===== src/rtl/counter_updown_mod.sv =====
// Up/down counter with a runtime upper bound (range 0..limit), optional
// saturation at the range ends, a registered terminal-count pulse and sticky
// overflow/underflow flags.
module counter_updown_mod #(
  parameter int width    = 8,  // counter and data width, 2..32
  parameter int saturate = 0   // 0: wrap at range ends, 1: hold at range ends
) (
  input  logic             clk,
  input  logic             rst,
  input  logic             enable,
  input  logic             load,
  input  logic [width-1:0] data_in,
  input  logic             dir,
  input  logic [width-1:0] limit,
  input  logic             clr_flags,
  output logic [width-1:0] out,
  output logic             tc,
  output logic             ovf,
  output logic             unf
);

  localparam logic [width-1:0] ONE  = {{(width-1){1'b0}}, 1'b1};
  localparam logic [width-1:0] ZERO = '0;

  logic [width-1:0] r_count;
  logic             r_tc;
  logic             r_ovf;
  logic             r_unf;

  logic             w_up_evt;
  logic             w_dn_evt;
  logic [width-1:0] w_load_val;
  logic [width-1:0] w_count_next;
  logic             w_tc_next;
  logic             w_ovf_next;
  logic             w_unf_next;

  // Boundary events: an up step at or above the bound, or a down step at zero.
  // A count sitting above a freshly lowered limit still decrements normally.
  assign w_up_evt   = enable &  dir & (r_count >= limit);
  assign w_dn_evt   = enable & ~dir & (r_count == ZERO);
  assign w_load_val = (data_in > limit) ? limit : data_in;

  // Next-state selection in priority order: load, then enable, then hold.
  always_comb begin
    w_count_next = r_count;
    w_tc_next    = 1'b0;
    w_ovf_next   = r_ovf;
    w_unf_next   = r_unf;
    if (load) begin
      // Load leaves the sticky flags untouched, even if clr_flags is high.
      w_count_next = w_load_val;
    end else begin
      if (clr_flags) begin
        w_ovf_next = 1'b0;
        w_unf_next = 1'b0;
      end
      if (enable) begin
        if (dir) begin
          if (w_up_evt) begin
            w_count_next = (saturate != 0) ? limit : ZERO;
            w_tc_next    = 1'b1;
            w_ovf_next   = 1'b1;
          end else begin
            w_count_next = r_count + ONE;
          end
        end else begin
          if (w_dn_evt) begin
            w_count_next = (saturate != 0) ? ZERO : limit;
            w_tc_next    = 1'b1;
            w_unf_next   = 1'b1;
          end else begin
            w_count_next = r_count - ONE;
          end
        end
      end
    end
  end

  // State registers; reset overrides every other control.
  always_ff @(posedge clk) begin
    if (rst) begin
      r_count <= ZERO;
      r_tc    <= 1'b0;
      r_ovf   <= 1'b0;
      r_unf   <= 1'b0;
    end else begin
      r_count <= w_count_next;
      r_tc    <= w_tc_next;
      r_ovf   <= w_ovf_next;
      r_unf   <= w_unf_next;
    end
  end

  assign out = r_count;
  assign tc  = r_tc;
  assign ovf = r_ovf;
  assign unf = r_unf;

endmodule

===== config.mk =====
export PLATFORM = sky130hd
export DESIGN_NAME = counter_updown_mod
export DESIGN_NICKNAME = d
export VERILOG_FILES = /design/src/rtl/counter_updown_mod.sv
export SDC_FILE = /design/constraint.sdc
export NUM_CORES = 1
export LEC_CHECK = 0
export CORE_ASPECT_RATIO = 0.8
export CORE_MARGIN = 5
export CORE_UTILIZATION = 42
export CTS_CLUSTER_DIAMETER = 100
export DETAILED_ROUTE_END_ITERATION = 10
export GPL_TIMING_DRIVEN = 0
export PLACE_DENSITY = 0.8
export REMOVE_ABC_BUFFERS = 1
export SKIP_LAST_GASP = 1
export SYNTH_ARGS = -nofsm -noshare
export SYNTH_HDL_FRONTEND = slang
export SYNTH_SLANG_ARGS = --single-unit

===== constraint.sdc =====
create_clock -name clk -period 2.57 [get_ports clk]
set_clock_uncertainty 0.1 [all_clocks]
set_input_delay 0.257 -clock clk [delete_from_list [all_inputs] [get_ports clk]]
set_output_delay 0.257 -clock clk [all_outputs]
set_load 0.03 [all_outputs]

==> run_summary.xml <==
<?xml version="1.0" encoding="UTF-8"?>
<metrics>
  <group name="die">
    <metric name="fp.dieArea" unit="mm²">0.00468</metric>
    <metric name="core" unit="mm²">0.00335</metric>
    <metric name="core.rowCount" unit="">19</metric>
    <metric name="pin_count" unit="">33</metric>
    <metric name="die-height" unit="µm">62.2</metric>
    <metric name="initial_core_util" unit="%">42.7</metric>
    <metric name="die-width" unit="µm">75.3</metric>
  </group>
  <group name="synth">
    <metric name="post_synth_inst_count" unit="">185</metric>
    <metric name="synth.yosys.warnings" unit="">0</metric>
    <metric name="post_synthesis_cell_type_with_the_largest_combined_area" unit="">sky130_fd_sc_hd__ha_1</metric>
    <metric name="synth-main-ff-cell" unit="">sky130_fd_sc_hd__dfxtp_1</metric>
    <metric name="synth_compound_area_share" unit="%">28.1</metric>
    <metric name="netlist.area_leader.share" unit="%">16.6</metric>
    <metric name="synth_common_cells" unit="">sky130_fd_sc_hd__ha_1, sky130_fd_sc_hd__inv_1, sky130_fd_sc_hd__nand2_1, sky130_fd_sc_hd__nor2_1</metric>
    <metric name="share_of_synthesized_area_spent_on_multiplexers" unit="%">7.69</metric>
    <metric name="async_reset_ff_share" unit="%">0</metric>
    <metric name="synth_area_per_cell" unit="µm²">7.74</metric>
    <metric name="synth_enable_flop_cells" unit="">0</metric>
    <metric name="synth_xor_xnor_area_share" unit="%">4.90</metric>
    <metric name="synthDistinctLibCells" unit="">47</metric>
    <metric name="ys_ff_latch" unit="">11</metric>
    <metric name="largest_family_of_logic_cells_by_synthesized_area" unit="">compound AO/OA/AOI/OAI gates</metric>
    <metric name="synth_top_cells_by_area" unit="">sky130_fd_sc_hd__ha_1, sky130_fd_sc_hd__dfxtp_1, sky130_fd_sc_hd__mux2i_1, sky130_fd_sc_hd__inv_1, sky130_fd_sc_hd__o21ai_0</metric>
    <metric name="synth-adder-area-share" unit="%">16.6</metric>
    <metric name="syn-cell-area" unit="mm²">0.00143</metric>
    <metric name="synth.yosys.seq_area_share" unit="%">15.4</metric>
    <metric name="post-synth-top-count-cell" unit="">sky130_fd_sc_hd__ha_1</metric>
    <metric name="yosys.area_share.simple" unit="%">17.2</metric>
  </group>
  <group name="sta">
    <metric name="rsz0062_at_grt" unit="">yes</metric>
    <metric name="layout_setup_ws" unit="ns">0.0909</metric>
    <metric name="final_period_minus_worst_setup_slack" unit="ns">2.48</metric>
    <metric name="period_share" unit="%">96.5</metric>
    <metric name="timing.max_slew.rel_slack" unit="%">58.5</metric>
    <metric name="timing.final.max_slew_violations" unit="">0</metric>
    <metric name="max_fclk" unit="MHz">403</metric>
    <metric name="hold_viol_final" unit="">0</metric>
    <metric name="setup_viol" unit="">0</metric>
    <metric name="worst_margin_slew" unit="ns">0.622</metric>
  </group>
  <group name="cts">
    <metric name="clock_insertion_delay_worst_skew" unit="ns">0.25</metric>
    <metric name="clock_path_buffers" unit="">2</metric>
    <metric name="htree_levels" unit="">1</metric>
    <metric name="cts.sinks" unit="">11</metric>
    <metric name="cts.hold.buffers_added" unit="">0</metric>
    <metric name="tritoncts" unit="">done</metric>
    <metric name="root_buffer" unit="">sky130_fd_sc_hd__clkbuf_8</metric>
    <metric name="numCtsBuffers" unit="">3</metric>
    <metric name="clkTransAtPathRegs" unit="ns">0.06</metric>
  </group>
  <group name="cells_and_area">
    <metric name="finalInstanceArea" unit="mm²">0.00185</metric>
    <metric name="antenna_cells_inserted" unit="">0</metric>
    <metric name="layout.nets" unit="">253</metric>
    <metric name="areaGrowthSynthToFinish" unit="%">29.5</metric>
    <metric name="drive_gt1_share" unit="%">9.00</metric>
    <metric name="final.fill_count" unit="">299</metric>
  </group>
  <group name="setup_path">
    <metric name="timing.setup.critical_path_class" unit="">reg2reg</metric>
    <metric name="worst_path_most_repeated_cell" unit="">sky130_fd_sc_hd__o21ai_1</metric>
    <metric name="worst-endpoint-required" unit="ns">2.60</metric>
    <metric name="path_cells" unit="">inv_1 -&gt; ha_1 -&gt; or4bb_4 -&gt; or3_1 -&gt; mux2i_1 -&gt; o21ai_1 -&gt; a31oi_1 -&gt; o21ai_1</metric>
    <metric name="critical_path.max_fanout" unit="">11</metric>
    <metric name="rr_startpoint" unit="">out[1]</metric>
    <metric name="critPathArrivalTime" unit="ns">2.51</metric>
    <metric name="start_kind" unit="">flip-flop</metric>
    <metric name="worst_setup_path_end_kind" unit="">flip-flop</metric>
    <metric name="setup.worst_path.start" unit="">out[1]</metric>
    <metric name="cpMaxStageDelayCell" unit="">sky130_fd_sc_hd__or4bb_4</metric>
    <metric name="cpPeakStageDelay" unit="ns">0.53</metric>
    <metric name="reg2reg_depth" unit="">8</metric>
  </group>
  <group name="status">
    <metric name="status" unit="">completed</metric>
  </group>
  <group name="global_routing">
    <metric name="overall_global_routing_resource_usage" unit="%">17.0</metric>
    <metric name="first_global_vias" unit="">1321</metric>
    <metric name="largest_net_degree_at_the_start_of_global_routing" unit="">20</metric>
    <metric name="globalRouteOverflowTotal" unit="">0</metric>
    <metric name="grt_antenna_before_repair" unit="">0</metric>
    <metric name="first_pass_grt_wire_length" unit="mm">6.36</metric>
  </group>
  <group name="pwr">
    <metric name="power_per_cell_area" unit="mW/mm²">415</metric>
    <metric name="total_power" unit="W">0.000769</metric>
    <metric name="power.static_leakage" unit="nW">0.801</metric>
    <metric name="ir_worst_vdd" unit="mV">0.217</metric>
  </group>
  <group name="routing">
    <metric name="avgViaCountPerCell" unit="">5.79</metric>
    <metric name="detail_route.wirelength" unit="mm">4.04</metric>
    <metric name="post_drt_wl_per_cell" unit="µm">16.0</metric>
    <metric name="drtIter0Drc" unit="">146</metric>
    <metric name="drc" unit="">0</metric>
    <metric name="detailroute.via_count" unit="">1466</metric>
    <metric name="postRouteAntennaNets" unit="">0</metric>
    <metric name="detailedRoute.firstPassIterationCount" unit="">5</metric>
  </group>
  <group name="placed_design">
    <metric name="gp_routability_congestion" unit="">0.848</metric>
    <metric name="hpwl" unit="mm">2.98</metric>
    <metric name="place_worst_setup_slack" unit="ns">-0.562</metric>
    <metric name="place_area" unit="mm²">0.00172</metric>
    <metric name="io_buffer_count" unit="">32</metric>
  </group>
  <group name="flow_run">
    <metric name="maxCapViolations" unit="">0</metric>
  </group>
  <group name="min_path">
    <metric name="hold_path_depth" unit="">2</metric>
    <metric name="holdCritPathClass" unit="">reg2reg</metric>
    <metric name="min-delay-start" unit="">ovf</metric>
  </group>
</metrics>
-- final timing paths --
| kind | end | slack [ns] |
|---|---|---|
| setup / recovery | out[2] | 0.09 |
| hold / removal | ovf | 0.41 |
| setup reg to reg | out[2] | 0.09 |
| hold reg to reg | ovf | 0.41 |
-- layout by cell type, fill, tap and decap left out, drive strengths merged, types with 4 or more instances in the layout --
master | netlist | layout
clkdlybuf4s50 | 0 | 30
ha | 19 | 19
inv | 16 | 16
o21ai | 15 | 15
nand2 | 13 | 13
nor2 | 13 | 13
mux2i | 11 | 11
dfxtp | 11 | 11
a21oi | 9 | 9
a31oi | 7 | 7
xor2 | 6 | 6
a211oi | 6 | 6
nand3 | 5 | 5
nor3 | 4 | 4
clkbuf | 5 | 4
-- cell families (layout without fill, tap and decap cells) --
kind of cell	Yosys count	after routing
AOI/OAI and AO/OA	59	59
and+or+nand+nor	48	48
buffers and inverters	29	55
adders and majority gates	19	19
muxes	11	11
DFF	11	11
xor gates and xnor gates	8	8
-- through the flow --
step	TNS (ns)	hold WS (ns)	std cells	util, %
2_1_floorplan	0	0.229	172	-
3_3_place_gp	-3.22	0.371	246	51.3
3_5_place_dp	-3.36	0.400	246	51.3
4_1_cts	-0.0424	0.413	250	53.2
5_1_grt	-0.0292	0.452	253	55.3
6_report	0	0.406	253	55.3
-- layer usage --
metal	global-route usage [%]	wire (µm)
met1	25.4	1920
met2	23.9	1740
met3	5.16	346
met4	3.28	35
met5	0	0
-- worst max-delay path, delay by kind of cell, from the launching register on --
kind	cells	cell delay (ns)
AND/OR/NAND/NOR	2	0.97
multiplexers	1	0.19
adder cells (fa/ha/maj)	1	0.16
AO/OA/AOI/OAI	3	0.36
flip-flops	1	0.44
buffers and inverters	1	0.13
-- power breakdown --
part | switching, W | internal, W
sequential | 0.0000403 | 0.000185
combinational | 0.000186 | 0.000167
clock | 0.0000814 | 0.000110
total | 0.000307 | 0.000462
-- final cells by class --
cell class                      instances  area (µm²)  area share, %
Multi-Input combinational cell        145        1130           61.1
Timing Repair Buffer                   35         340           18.4
Sequential cell                        11         224           12.1
Inverter                               16        60.1           3.24
Tap cell                               42        52.6           2.83
Clock buffer                            4        45.0           2.43
-- repair_timing --
action	4_1_cts	5_1_grt
endpoints found under the setup margin	8	9
pin swaps	2	3
gates resized for setup	6	9
buffers inserted	0	3
-- registers in the layout (all words and copies together), names as in the netlist --
signal / cells
out: 8
unf: 1
tc: 1
ovf: 1
Power figures use the tool's default switching activity.
